`config.mk`:
```
export PLATFORM = sky130hd
export DESIGN_NAME = inst_fetch_aligner
export DESIGN_NICKNAME = d
export VERILOG_FILES = /design/src/rtl/inst_fetch_aligner.sv
export SDC_FILE = /design/constraint.sdc
export NUM_CORES = 1
export LEC_CHECK = 0
export CORE_ASPECT_RATIO = 0.9
export CORE_UTILIZATION = 45
export DETAILED_ROUTE_END_ITERATION = 6
export PLACE_DENSITY = 0.66
export SLEW_MARGIN = 20
export SYNTH_ARGS = -nofsm -noshare
export SYNTH_HDL_FRONTEND = slang
export SYNTH_SLANG_ARGS = --single-unit
export TNS_END_PERCENT = 20
```
`constraint.sdc`:
```
create_clock -name clk -period 10.3 [get_ports clk]
set_input_delay 2.06 -clock clk [delete_from_list [all_inputs] [get_ports clk]]
set_output_delay 2.06 -clock clk [all_outputs]
set_load 0.005 [all_outputs]
```
`src/rtl/inst_fetch_aligner.sv`:
```
// Instruction fetch aligner: a two-entry buffer of 64-bit fetch words with a single-outstanding
// refill port. Returns the RV64C instruction at pc, including 32-bit ones straddling two words.
module inst_fetch_aligner #(
    parameter int RESET_FILL = 1
) (
    input  logic        clk,
    input  logic        rst_n,
    input  logic [63:0] pc,
    input  logic        flush,
    output logic        inst_valid,
    output logic        inst_compressed,
    output logic [31:0] inst,
    output logic        request,
    output logic        mem_req,
    output logic [63:0] mem_addr,
    input  logic        mem_ready,
    input  logic        mem_rvalid,
    input  logic [63:0] mem_rdata
);

    typedef enum logic [1:0] {
        IDLE = 2'd0,
        REQ  = 2'd1,
        WAIT = 2'd2,
        DROP = 2'd3
    } state_t;

    // RESET_FILL is reserved: a miss right after reset starts a fill with either setting.
    localparam logic FILL_EN = 1'b1 | (RESET_FILL != 0);

    state_t      state_reg;
    logic        mem_req_reg;
    logic [63:0] mem_addr_reg;
    logic        entry_valid_reg [2];
    logic [60:0] entry_tag_reg   [2];
    logic [63:0] entry_data_reg  [2];

    logic [60:0] lo_word;
    logic [60:0] hi_word;
    logic [1:0]  half_idx;
    logic [1:0]  lo_hit_vec;
    logic [1:0]  hi_hit_vec;
    logic [1:0]  keep_vec;
    logic [1:0]  fill_vec;
    logic        lo_hit;
    logic        hi_hit;
    logic [63:0] lo_data;
    logic [63:0] hi_data;
    logic [15:0] lo_half;
    logic [15:0] next_half;
    logic        is_32;
    logic        straddle;
    logic        complete;
    logic        miss_needed;
    logic [60:0] miss_word;
    logic        fill_en;
    logic        fill_sel;
    logic        unused_pc_bit;

    assign unused_pc_bit = pc[0];
    assign lo_word  = pc[63:3];
    assign hi_word  = lo_word + 61'd1;
    assign half_idx = pc[2:1];

    genvar gi;
    generate
        for (gi = 0; gi < 2; gi++) begin : g_lookup
            assign lo_hit_vec[gi] = entry_valid_reg[gi] && (entry_tag_reg[gi] == lo_word);
            assign hi_hit_vec[gi] = entry_valid_reg[gi] && (entry_tag_reg[gi] == hi_word);
            // An entry is worth keeping if it holds a word the current pc still needs.
            assign keep_vec[gi]   = lo_hit_vec[gi] || ((half_idx == 2'd3) && hi_hit_vec[gi]);
            assign fill_vec[gi]   = fill_en && (fill_sel == 1'(gi));
        end
    endgenerate

    assign lo_hit  = |lo_hit_vec;
    assign hi_hit  = |hi_hit_vec;
    assign lo_data = lo_hit_vec[1] ? entry_data_reg[1] : entry_data_reg[0];
    assign hi_data = hi_hit_vec[1] ? entry_data_reg[1] : entry_data_reg[0];
    assign lo_half = lo_data[{half_idx, 4'b0000} +: 16];

    always_comb begin
        next_half = hi_data[15:0];
        if (half_idx != 2'd3) begin
            next_half = lo_data[{half_idx + 2'd1, 4'b0000} +: 16];
        end
    end

    assign is_32       = (lo_half[1:0] == 2'b11);
    assign straddle    = is_32 && (half_idx == 2'd3);
    assign complete    = lo_hit && (!straddle || hi_hit);
    assign miss_needed = !lo_hit || (straddle && !hi_hit);
    assign miss_word   = lo_hit ? hi_word : lo_word;

    assign inst_valid      = complete && (state_reg != DROP) && !flush;
    // Gate with inst_valid so idle/reset outputs read as zero rather than stale buffer bits.
    assign inst_compressed = inst_valid && !is_32;
    assign inst            = !inst_valid ? 32'h0000_0000 :
                             is_32       ? {next_half, lo_half} : {16'h0000, lo_half};

    assign request  = (state_reg != IDLE);
    assign mem_req  = mem_req_reg && !flush;
    assign mem_addr = mem_addr_reg;

    assign fill_en = (state_reg == WAIT) && mem_rvalid && !flush;

    always_comb begin
        fill_sel = 1'b0;
        if (keep_vec[0]) begin
            fill_sel = 1'b1;
        end else if (keep_vec[1]) begin
            fill_sel = 1'b0;
        end else if (!entry_valid_reg[0]) begin
            fill_sel = 1'b0;
        end else if (!entry_valid_reg[1]) begin
            fill_sel = 1'b1;
        end
    end

    always_ff @(posedge clk or negedge rst_n) begin
        if (!rst_n) begin
            state_reg    <= IDLE;
            mem_req_reg  <= 1'b0;
            mem_addr_reg <= '0;
        end else begin
            case (state_reg)
                IDLE: begin
                    if (miss_needed && !flush && FILL_EN) begin
                        state_reg    <= REQ;
                        mem_req_reg  <= 1'b1;
                        mem_addr_reg <= {miss_word, 3'b000};
                    end
                end
                REQ: begin
                    // A flush withdraws the request before it can be accepted.
                    if (flush) begin
                        state_reg   <= IDLE;
                        mem_req_reg <= 1'b0;
                    end else if (mem_ready) begin
                        state_reg   <= WAIT;
                        mem_req_reg <= 1'b0;
                    end
                end
                WAIT: begin
                    if (mem_rvalid) begin
                        state_reg <= IDLE;
                    end else if (flush) begin
                        state_reg <= DROP;
                    end
                end
                default: begin
                    if (mem_rvalid) begin
                        state_reg <= IDLE;
                    end
                end
            endcase
        end
    end

    always_ff @(posedge clk or negedge rst_n) begin
        if (!rst_n) begin
            for (int i = 0; i < 2; i++) begin
                entry_valid_reg[i] <= 1'b0;
                entry_tag_reg[i]   <= '0;
                entry_data_reg[i]  <= '0;
            end
        end else begin
            for (int i = 0; i < 2; i++) begin
                if (flush) begin
                    entry_valid_reg[i] <= 1'b0;
                end else if (fill_vec[i]) begin
                    entry_valid_reg[i] <= 1'b1;
                    entry_tag_reg[i]   <= mem_addr_reg[63:3];
                    entry_data_reg[i]  <= mem_rdata;
                end
            end
        end
    end

endmodule

```
==> results of run 1 <==
==> report_power, final <==
part / switching [mW] / leakage, nW / internal, mW / total (mW)
clock network: 0.556 / 0.558 / 0.714 / 1.27
logic: 1.59 / 5.95 / 1.29 / 2.88
registers: 0.481 / 3.93 / 1.76 / 2.24
==> cell usage after synthesis (17+ instances only) <==
master    number
nand3_1       66
nor4_1        60
nand2_1      138
mux4_2        35
o21ai_0       38
or3_1         17
or4_1         22
dfrtp_1      316
and4_1        23
mux2_2       271
a211oi_1      22
mux2i_1       42
xnor2_1      161
nor2_1       188
and3_1        29
inv_1         30
nor3_1        38
nand4_1      104
a21oi_1       82
clkbuf_1      85
buf_2         46
nor2b_1       27
xor2_1        69
==> worst reg2reg max path: cells and delay by family, from the launching register on <==
family                 cells  cell delay (ns)
AND/OR/NAND/NOR            5             2.29
AO/OA/AOI/OAI              2             0.88
buffers and inverters      2             0.71
XOR/XNOR                   1             0.70
multiplexers               1             0.56
flip-flops                 1             0.38
==> layout make-up <==
class	count	area, um2	area share
repair buffers	364	3323	0.1267
clock inverters	9	87.58	0.003340
diodes	6	15.01	0.0005725
inverters	31	116.4	0.004437
flip-flops and latches	316	7908	0.3015
clock buffers	52	1050	0.04003
well taps	616	770.7	0.02939
multi-input cells	1683	12960	0.4940
==> routing by layer <==
metal	GRT usage	vias to the layer above	share of wire
met3	0.09889	251	0.10
met4	0.1756	6	0.047
met2	0.5889	1225	0.42
li1	-	8586	-
met5	0	-	0.00048
met1	0.6009	10290	0.43
==> worst max-delay path by stage <==
| stage | cells after the start | from | endpoint |
|---|---|---|---|
| 3_3_place_gp | 15 | pc[3] | inst[16] |
| 6_report | 15 | pc[3] | inst[21] |
| 2_1_floorplan | 15 | pc[3] | inst[21] |
| 3_5_place_dp | 13 | pc[8] | inst[29] |
| 5_1_grt | 14 | pc[9] | inst[31] |
| 4_1_cts | 13 | pc[9] | inst[29] |
==> kinds of logic after synthesis <==
kind of cell | synth area share
flops | 0.3653
mux | 0.1974
compound gates | 0.09943
simple gates | 0.2017
fa+ha+maj | 0.003468
other cells | 0.0001733
xor+xnor | 0.09411
buf+inv | 0.03838
==> per-stage QoR <==
stage          worst slack (ns)  cell area (um2)  power (mW)  utilization  cells
2_1_floorplan             2.463            21650       3.648            -   2188
3_3_place_gp             0.6919            25070       4.935       0.5332   3010
3_5_place_dp             0.7470            25070       5.025       0.5332   3010
4_1_cts                  0.7198            26210       6.313       0.5574   3071
5_1_grt                  0.4472            26210       6.633       0.5575   3071
6_report                 0.5507            26230       6.386       0.5578   3077
==> key figures, run 1 <==
Clock network
  • Reg clk slew, reported paths: 0.06 ns
  • CTS sink cnt: 316
  • H-tree depth: 2
  • Longest Clk Path Bufs: 3
  • Hold Buf Count CTS: 0
  • Post-CTS sizing: 0
  • TritonCTS clock tree: done
  • Worst skew pair latency: 0.58 ns
  • Root Driver: clkbuf_16
  • Setup bufs post-CTS: 0
  • CTS Buf Count: 35

Finish
  • Synth-to-layout area growth: 21.17%
  • Share of cells above drive strength 1: 0.2240
  • Commonest cells after routing, fill and taps aside: 316 x dfrtp_1, 271 x mux2_2, 225 x clkdlybuf4s50_1
  • Nets: 2570
  • Commonest non-fill, non-tap cell in the layout: dfrtp_1
  • Fill cell count: 4127
  • Largest register FFs: 128

Setup path
  • Top delay family on crit path: simple AND/OR/NAND/NOR gates
  • Most common cell on crit path: clkdlybuf4s50_1
  • R2r setup slk: 4.68 ns
  • Largest stage delay on the critical path: 0.72 ns
  • Data arrival time of the critical path: 7.69 ns
  • Reg-to-reg critical path endpoint: entry_data_reg[125]
  • Critical path class: in2out
  • Element type at the critical path end: output pin
  • Critical Path RT: 8.24 ns
  • Buf/Inv on CP: 3
  • CP startpoint kind: primary input
  • CP cell instances: clkdlybuf4s50_1 > ha_1 > and3_1 > nand2_1 > or3_1 > xor2_1 > a2111oi_0 > nand3_1 > or4_1 > nor4_4 > o311ai_4 > or2_1 > buf_4 > a311oi_2 > clkdlybuf4s50_1
  • CP Max Fanout: 11
  • Worst Reg2Reg Path Length in Cells: 11
  • Worst R2R Start: entry_tag_reg[92]
  • Crit path max-delay cell type: a2111oi_0

Synth
  • Commonest register cell after synthesis: dfrtp_1
  • Seq/Total Area, Yosys: 0.3653
  • Syn. warnings: 0
  • Synth area leaders: dfrtp_1 37%, mux2_2 14%, xnor2_1 6.5%
  • Seq cells post-synth: 316
  • Yosys cell types: 90
  • Post-Syn Area: 0.02164 mm2
  • Syn Inst Count: 2186
  • Area share of the largest cell type after synthesis: 0.3653
  • Cell accounting for the most synthesized area: dfrtp_1
  • Post-synth ARST share: 1.000
  • Mean Syn Cell Area: 9.901 um2
  • Number of synthesized flops with an enable pin: 0

Flow run
  • Maxcap violations: 0

Floorplanning
  • # IOs: 233
  • DIE AREA: 0.04898 mm2
  • Die Ht: 210.1 um
  • Die Width: 233.2 um
  • # rows: 75
  • Core box area: 0.04701 mm2
  • Initial core utilization: 0.4604

Global route
  • GRT overflow: 0
  • Initial antenna violation count: 7
  • Largest net degree at the start of global routing: 153
  • Vias in the first global route: 19980
  • Tot GR Track Use: 0.4155
  • First-pass GRT wire length: 145000 um

Min path
  • Hold path cells: 1
  • Worst Hold End: entry_data_reg[42]
  • Hold Crit Class: reg2reg
  • Hold path start: entry_data_reg[42]

Power and ir drop
  • Max rail drop VDD: 0.1979 mV
  • Leak: 10.44 nW
  • Power Dens Cells: 243.5 mW/mm2

STA
  • Period utilization: 0.9465
  • Setup TNS: 0 ns
  • Max-slew violation count: 0
  • Final setup violating endpoints: 0
  • Pin slew with the least headroom to its limit: 1.101 ns
  • Fmax: 102.6 MHz
  • Clock skew: 0.02302 ns
  • Fin crit period: 9.749 ns
  • Max_slew headroom: 0.2595
  • WHS: 0.5074 ns
  • Final hold violations: 0
  • RSZ-0062 raised after global routing: false

Drt
  • Via count: 20360
  • DR WL/cell: 33.03 um
  • Total Routed Length: 101600 um
  • Iteration-0 DRC count of the detailed router: 2630
  • Vias/cell: 6.617
  • Router iterations before antenna repair: 7
  • Number of remaining DRC errors: 1
  • DRT antenna net count: 0

Placed design
  • Post-DP HPWL: 80590 um
  • Port Buf Inserts: 228
  • Routability cong.: 1.095

Run status
  • Status: finished with violations
  • Failing checks: DRC
Power figures use the tool's default switching activity.
==> run 2, diff against run 1 <==
--- a/config.mk
+++ b/config.mk
@@ -9,7 +9,6 @@
 export CORE_UTILIZATION = 45
 export DETAILED_ROUTE_END_ITERATION = 6
 export PLACE_DENSITY = 0.66
-export SLEW_MARGIN = 20
 export SYNTH_ARGS = -nofsm -noshare
 export SYNTH_HDL_FRONTEND = slang
 export SYNTH_SLANG_ARGS = --single-unit
==> constraint.sdc (replaced) <==
create_clock -name clk -period 11.5 [get_ports clk]
set_input_delay 2.3 -clock clk [delete_from_list [all_inputs] [get_ports clk]]
set_output_delay 2.3 -clock clk [all_outputs]
set_load 0.005 [all_outputs]
==> key figures, run 2 (synthesis gave the netlist of run 1 again) <==
Drt
  • Iteration-0 DRC count of the detailed router: 2648 (was 2630)
  • DRT antenna net count: 0 (unchanged)
  • DR WL/cell: 33.93 um (was 33.03 um)
  • Via count: 20330 (was 20360)
  • Number of remaining DRC errors: 0 (was 1)
  • Total Routed Length: 103200 um (was 101600 um)
  • Router iterations before antenna repair: 6 (was 7)
  • Vias/cell: 6.684 (was 6.617)

Global route
  • First-pass GRT wire length: 146600 um (was 145000 um)
  • GRT overflow: 0 (unchanged)
  • Largest net degree at the start of global routing: 97 (was 153)
  • Initial antenna violation count: 7 (unchanged)
  • Tot GR Track Use: 0.4226 (was 0.4155)
  • Vias in the first global route: 19860 (was 19980)

Placed design
  • Port Buf Inserts: 228 (unchanged)
  • Placed Area: 0.02480 mm2 (was 0.02507 mm2)
  • Post-DP HPWL: 80860 um (was 80590 um)
  • Placed insts: 2975 (was 3010)
  • Routability cong.: 1.076 (was 1.095)

Floorplanning
  • DIE AREA: 0.04898 mm2 (unchanged)
  • Die Width: 233.2 um (unchanged)
  • Initial core utilization: 0.4604 (unchanged)
  • # rows: 75 (unchanged)
  • # IOs: 233 (unchanged)
  • Die Ht: 210.1 um (unchanged)
  • Core box area: 0.04701 mm2 (unchanged)

Clock network
  • CTS Buf Count: 36 (was 35)
  • Post-CTS sizing: 0 (unchanged)
  • CTS sink cnt: 316 (unchanged)
  • Setup bufs post-CTS: 0 (unchanged)
  • Longest Clk Path Bufs: 3 (unchanged)
  • Reg clk slew, reported paths: 0.06 ns (about the same)
  • TritonCTS clock tree: done (unchanged)
  • H-tree depth: 2 (unchanged)
  • Root Driver: clkbuf_16 (unchanged)
  • Hold Buf Count CTS: 0 (unchanged)
  • Worst skew pair latency: 0.58 ns (about the same)

STA
  • Max-slew violation count: 0 (unchanged)
  • Fmax: 91.66 MHz
  • RSZ-0062 raised after global routing: false (unchanged)
  • Final hold violations: 0 (unchanged)
  • Period utilization: 0.9487
  • Setup TNS: 0 ns (unchanged)
  • Max_slew headroom: 0.2079 (was 0.2595)
  • Pin slew with the least headroom to its limit: 1.172 ns (was 1.101 ns)
  • Final setup violating endpoints: 0 (unchanged)
  • Clock skew: 0.01852 ns (was 0.02302 ns)
  • WHS: 0.5056 ns (was 0.5074 ns)
  • Fin crit period: 10.91 ns

Setup path
  • R2r setup slk: 5.64 ns (was 4.68 ns)
  • Data arrival time of the critical path: 8.61 ns (was 7.69 ns)
  • Critical Path RT: 9.20 ns (was 8.24 ns)
  • Critical path class: in2out (unchanged)
  • CP Max Fanout: 16 (was 11)
  • Worst Reg2Reg Path Length in Cells: 10 (was 11)
  • Worst R2R Start: entry_tag_reg[65] (was entry_tag_reg[92])
  • Element type at the critical path end: output pin (unchanged)
  • Reg-to-reg critical path endpoint: entry_tag_reg[21] (was entry_data_reg[125])
  • CP startpoint kind: primary input (unchanged)

Power and ir drop
  • Max rail drop VDD: 0.1723 mV (was 0.1979 mV)
  • Gate power share: 0.443 (was 0.451)
  • Sequential power share: 0.347 (was 0.350)
  • Share of total power in the clock network: 0.210 (was 0.199)
  • Power Dens Cells: 222.4 mW/mm2 (was 243.5 mW/mm2)
  • Int Power: 3.419 mW (was 3.762 mW)
  • Switching Share: 0.4099 (was 0.4109)
  • Leak: 10.31 nW (was 10.44 nW)
  • Sw Pwr: 2.375 mW (was 2.624 mW)

Finish
  • Post-route cell area: 0.02605 mm2 (was 0.02623 mm2)
  • Synth-to-layout area growth: 20.35% (was 21.17%)
  • Largest register FFs: 128 (unchanged)
  • Final std cells w/o fill: 3042 (was 3077)
  • Fin util: 0.5541 (was 0.5578)
  • Commonest cells after routing, fill and taps aside: 316 x dfrtp_1, 271 x mux2_2, 225 x clkdlybuf4s50_1 (unchanged)
  • Share of cells above drive strength 1: 0.2139 (was 0.2240)
  • Commonest non-fill, non-tap cell in the layout: dfrtp_1 (unchanged)
  • Nets: 2536 (was 2570)

Flow run
  • Maxcap violations: 0 (unchanged)

Min path
  • Worst Hold End: entry_data_reg[47] (was entry_data_reg[42])
  • Hold Crit Class: reg2reg (unchanged)
  • Hold path cells: 1 (unchanged)
  • Hold path start: entry_data_reg[47] (was entry_data_reg[42])

Run status
  • Status: complete, no violations (was finished with violations)
[run 2: layout make-up]
class,count,area (um2)
fillers,4102,20960
well taps,616,770.7
multi-input cells,1683,12960
repair buffers,329,3048
clock buffers,48,1016
inverters,31,116.4
diodes,4,10.01
flip-flops and latches,316,7908
clock inverters,15,224.0
[run 2: worst max-delay path by stage]
| stage | depth (start not counted) | endpoint | startpoint | slack (ns) |
|---|---|---|---|---|
| after global placement | 12 | inst[16] | pc[5] | 0.76 |
| after global routing | 12 | inst[16] | pc[5] | 0.51 |
| after floorplan | 15 | inst[21] | pc[3] | 3.18 |
| final | 12 | inst[16] | pc[5] | 0.59 |
| after CTS | 12 | inst[16] | pc[5] | 0.76 |
| after detailed placement | 12 | inst[16] | pc[5] | 0.77 |
[run 2: stage by stage]
step	total power [mW]	worst slack (ns)
6_report	5.794	0.5902
5_1_grt	6.017	0.5058
4_1_cts	5.729	0.7568
3_5_place_dp	4.501	0.7719
3_3_place_gp	4.409	0.7564
2_1_floorplan	3.267	3.183
[run 2: power groups by stage]
stage | registers, mW | clock network (mW) | logic, mW
floorplan | 1.87 | 0 | 1.40
global placement | 1.96 | 0 | 2.45
detailed placement | 2.01 | 0 | 2.49
CTS | 2.00 | 1.22 | 2.51
global route | 2.07 | 1.27 | 2.68
finish | 2.01 | 1.21 | 2.57
[run 2: per-layer routing]
| layer | share of wire | up-vias | global-route usage |
|---|---|---|---|
| met5 | 0.00047 | - | 0 |
| met4 | 0.046 | 6 | 0.1729 |
| met3 | 0.11 | 232 | 0.1116 |
| met2 | 0.43 | 1279 | 0.6144 |
| met1 | 0.42 | 10290 | 0.5928 |
| li1 | - | 8529 | - |
[run 2: critical path, cell delays in order]
cell	delay [ns]
clkdlybuf4s50_1	0.88
nand4_1	0.56
or4_1	0.94
or4_1	0.78
xor2_1	0.25
or4_1	0.55
nor4_1	0.35
a41o_1	0.34
o311ai_4	0.11
or2_1	0.55
a311oi_1	0.40
clkdlybuf4s50_1	0.57
==> run 3, diff against run 2 <==
--- a/config.mk
+++ b/config.mk
@@ -8,7 +8,7 @@
 export CORE_ASPECT_RATIO = 0.9
 export CORE_UTILIZATION = 45
 export DETAILED_ROUTE_END_ITERATION = 6
-export PLACE_DENSITY = 0.66
+export PLACE_DENSITY_LB_ADDON = 0.05
 export SYNTH_ARGS = -nofsm -noshare
 export SYNTH_HDL_FRONTEND = slang
 export SYNTH_SLANG_ARGS = --single-unit
==> key figures, run 3 (synthesis gave the netlist of run 1 again) <==
Run status
  • Status: complete, no violations (unchanged)

STA
  • Max-slew violation count: 0 (unchanged)
  • Setup TNS: 0 ns (unchanged)
  • WHS: 0.5047 ns (was 0.5056 ns)
  • Period utilization: 0.9284 (was 0.9487)
  • Fin crit period: 10.68 ns (was 10.91 ns)
  • RSZ-0062 raised after global routing: false (unchanged)
  • Clock skew: 0.03697 ns (was 0.01852 ns)
  • Final hold violations: 0 (unchanged)
  • Pin slew with the least headroom to its limit: 1.185 ns (was 1.172 ns)
  • Fmax: 93.66 MHz (was 91.66 MHz)
  • Max_slew headroom: 0.2045 (was 0.2079)
  • Final setup violating endpoints: 0 (unchanged)

Power and ir drop
  • Gate power share: 0.442 (was 0.443)
  • Switching Share: 0.4052 (was 0.4099)
  • Power Dens Cells: 219.7 mW/mm2 (was 222.4 mW/mm2)
  • Leak: 10.31 nW (about the same)
  • Share of total power in the clock network: 0.208 (was 0.210)
  • Max rail drop VDD: 0.1680 mV (was 0.1723 mV)
  • Int Power: 3.401 mW (was 3.419 mW)
  • Sequential power share: 0.350 (was 0.347)
  • Sw Pwr: 2.317 mW (was 2.375 mW)

Finish
  • Nets: 2539 (was 2536)
  • Largest register FFs: 128 (unchanged)
  • Synth-to-layout area growth: 20.26% (was 20.35%)
  • Share of cells above drive strength 1: 0.2156 (was 0.2139)
  • Fill cell count: 4148 (was 4102)
  • Commonest non-fill, non-tap cell in the layout: dfrtp_1 (unchanged)
  • Commonest cells after routing, fill and taps aside: 316 x dfrtp_1, 271 x mux2_2, 225 x clkdlybuf4s50_1 (unchanged)

Setup path
  • Most common cell on crit path: clkdlybuf4s50_1 (was or4_1)
  • Largest stage delay on the critical path: 0.73 ns (was 0.94 ns)
  • Critical Path RT: 9.20 ns (about the same)
  • Critical path class: in2out (unchanged)
  • Element type at the critical path end: output pin (unchanged)
  • Data arrival time of the critical path: 8.38 ns (was 8.61 ns)
  • Origin of the worst setup path: pc[3] (was pc[5])
  • Crit path max-delay cell type: a2111oi_0 (was or4_1)
  • Buf/Inv on CP: 3 (was 2)
  • CP cell instances: clkdlybuf4s50_1 > ha_1 > and3_1 > nand2_1 > or3_1 > xor2_1 > a2111oi_0 > nand3_1 > or4_1 > nor4_4 > o311ai_4 > or2_1 > buf_4 > a311oi_1 > clkdlybuf4s50_1 (was clkdlybuf4s50_1 > nand4_1 > or4_1 > or4_1 > xor2_1 > or4_1 > nor4_1 > a41o_1 > o311ai_4 > or2_1 > a311oi_1 > clkdlybuf4s50_1)
  • CP startpoint kind: primary input (unchanged)
  • Worst R2R Start: entry_tag_reg[5] (was entry_tag_reg[65])
  • Top delay family on crit path: simple AND/OR/NAND/NOR gates (unchanged)
  • CP Max Fanout: 18 (was 16)

Floorplanning
  • # IOs: 233 (unchanged)
  • # rows: 75 (unchanged)
  • Initial core utilization: 0.4604 (unchanged)
  • Die Width: 233.2 um (unchanged)
  • Core box area: 0.04701 mm2 (unchanged)
  • Die Ht: 210.1 um (unchanged)
  • DIE AREA: 0.04898 mm2 (unchanged)

Drt
  • Iteration-0 DRC count of the detailed router: 2760 (was 2648)
  • DR WL/cell: 32.16 um (was 33.93 um)
  • Number of remaining DRC errors: 0 (unchanged)
  • DRT antenna net count: 0 (unchanged)
  • Router iterations before antenna repair: 6 (unchanged)
  • Via count: 20120 (was 20330)
  • Total Routed Length: 97860 um (was 103200 um)
  • Vias/cell: 6.613 (was 6.684)

Clock network
  • Post-CTS sizing: 0 (unchanged)
  • CTS Buf Count: 36 (unchanged)
  • TritonCTS clock tree: done (unchanged)
  • Worst skew pair latency: 0.58 ns (about the same)
  • Longest Clk Path Bufs: 3 (unchanged)
  • H-tree depth: 2 (unchanged)
  • Reg clk slew, reported paths: 0.06 ns (about the same)
  • Setup bufs post-CTS: 0 (unchanged)
  • Hold Buf Count CTS: 0 (unchanged)
  • CTS sink cnt: 316 (unchanged)
  • Root Driver: clkbuf_16 (unchanged)

Global route
  • First-pass GRT wire length: 139900 um (was 146600 um)
  • Tot GR Track Use: 0.3990 (was 0.4226)
  • GRT overflow: 0 (unchanged)
  • Vias in the first global route: 19430 (was 19860)
  • Initial antenna violation count: 4 (was 7)
  • Largest net degree at the start of global routing: 166 (was 97)

Min path
  • Hold Crit Class: reg2reg (unchanged)
  • Hold path start: entry_data_reg[43] (was entry_data_reg[47])

Placed design
  • Port Buf Inserts: 228 (unchanged)
  • Post-DP HPWL: 76550 um (was 80860 um)
  • Routability cong.: 1.092 (was 1.076)

Flow run
  • Maxcap violations: 0 (unchanged)
## run 3: cell types whose count changed in the layout (fill, tap and decap cells not counted), sizes merged
cell      previous run  this run
buf                104       107
clkinv               9        11
clkinvlp             2         0
diode                4         1
inv                 32        33
## run 3: final timing paths
kind	end	slack [ns]	cells after the start
worst min-delay path	entry_data_reg[43]	0.50	1
min in group asynchronous	entry_tag_reg[39]	1.72	1
worst max-delay path	inst[18]	0.82	15
worst min register to register	entry_data_reg[43]	0.50	1
max in group asynchronous	mem_addr[12]	8.35	2
worst max register to register	mem_addr[40]	5.47	12
## run 3: per-layer routing
layer | vias to the layer above | wire [um] | GRT usage | share of wire
met5 | - | 13 | 0 | 0.00013
li1 | 8553 | - | - | -
met3 | 176 | 10910 | 0.1038 | 0.11
met4 | 2 | 2946 | 0.1098 | 0.030
met2 | 1226 | 40620 | 0.5619 | 0.42
met1 | 10170 | 43370 | 0.5971 | 0.44
## run 3: power groups by stage
stage | clock network (mW) | logic (mW) | registers (mW)
6_report | 1.19 | 2.53 | 2.00
5_1_grt | 1.25 | 2.64 | 2.06
4_1_cts | 1.21 | 2.46 | 1.99
3_5_place_dp | 0 | 2.44 | 2.01
3_3_place_gp | 0 | 2.41 | 1.96
2_1_floorplan | 0 | 1.40 | 1.87
## run 3: stage by stage
step / power (mW) / area [um2] / instances / util / worst slack, ns
floorplan: 3.267 / 21650 / 2188 / - / 3.183
global placement: 4.371 / 24820 / 2978 / 0.5279 / 1.057
detailed placement: 4.448 / 24820 / 2978 / 0.5279 / 1.037
CTS: 5.660 / 26030 / 3042 / 0.5536 / 1.029
global route: 5.951 / 26030 / 3042 / 0.5536 / 0.7227
finish: 5.718 / 26030 / 3043 / 0.5537 / 0.8236
## run 3: worst register-to-register path, cell delays in order, from the launching register on
cell,delay [ns]
dfrtp_1,0.43
xnor2_1,0.47
or4bb_1,0.57
nor4_1,0.35
nand4_1,0.26
buf_4,0.51
mux2i_1,0.30
mux2i_1,0.15
or2_1,0.37
nor2_1,0.85
nand3_1,0.86
or4_1,0.70
o211ai_1,0.11
## run 3: final cells by class
class	count	area (um2)	area share
inverters	31	116.4	0.004470
diodes	1	2.502	0.00009614
clock buffers	48	1016	0.03903
well taps	616	770.7	0.02961
clock inverters	16	192.7	0.007402
multi-input cells	1683	12950	0.4976
repair buffers	332	3070	0.1180
flip-flops and latches	316	7908	0.3038
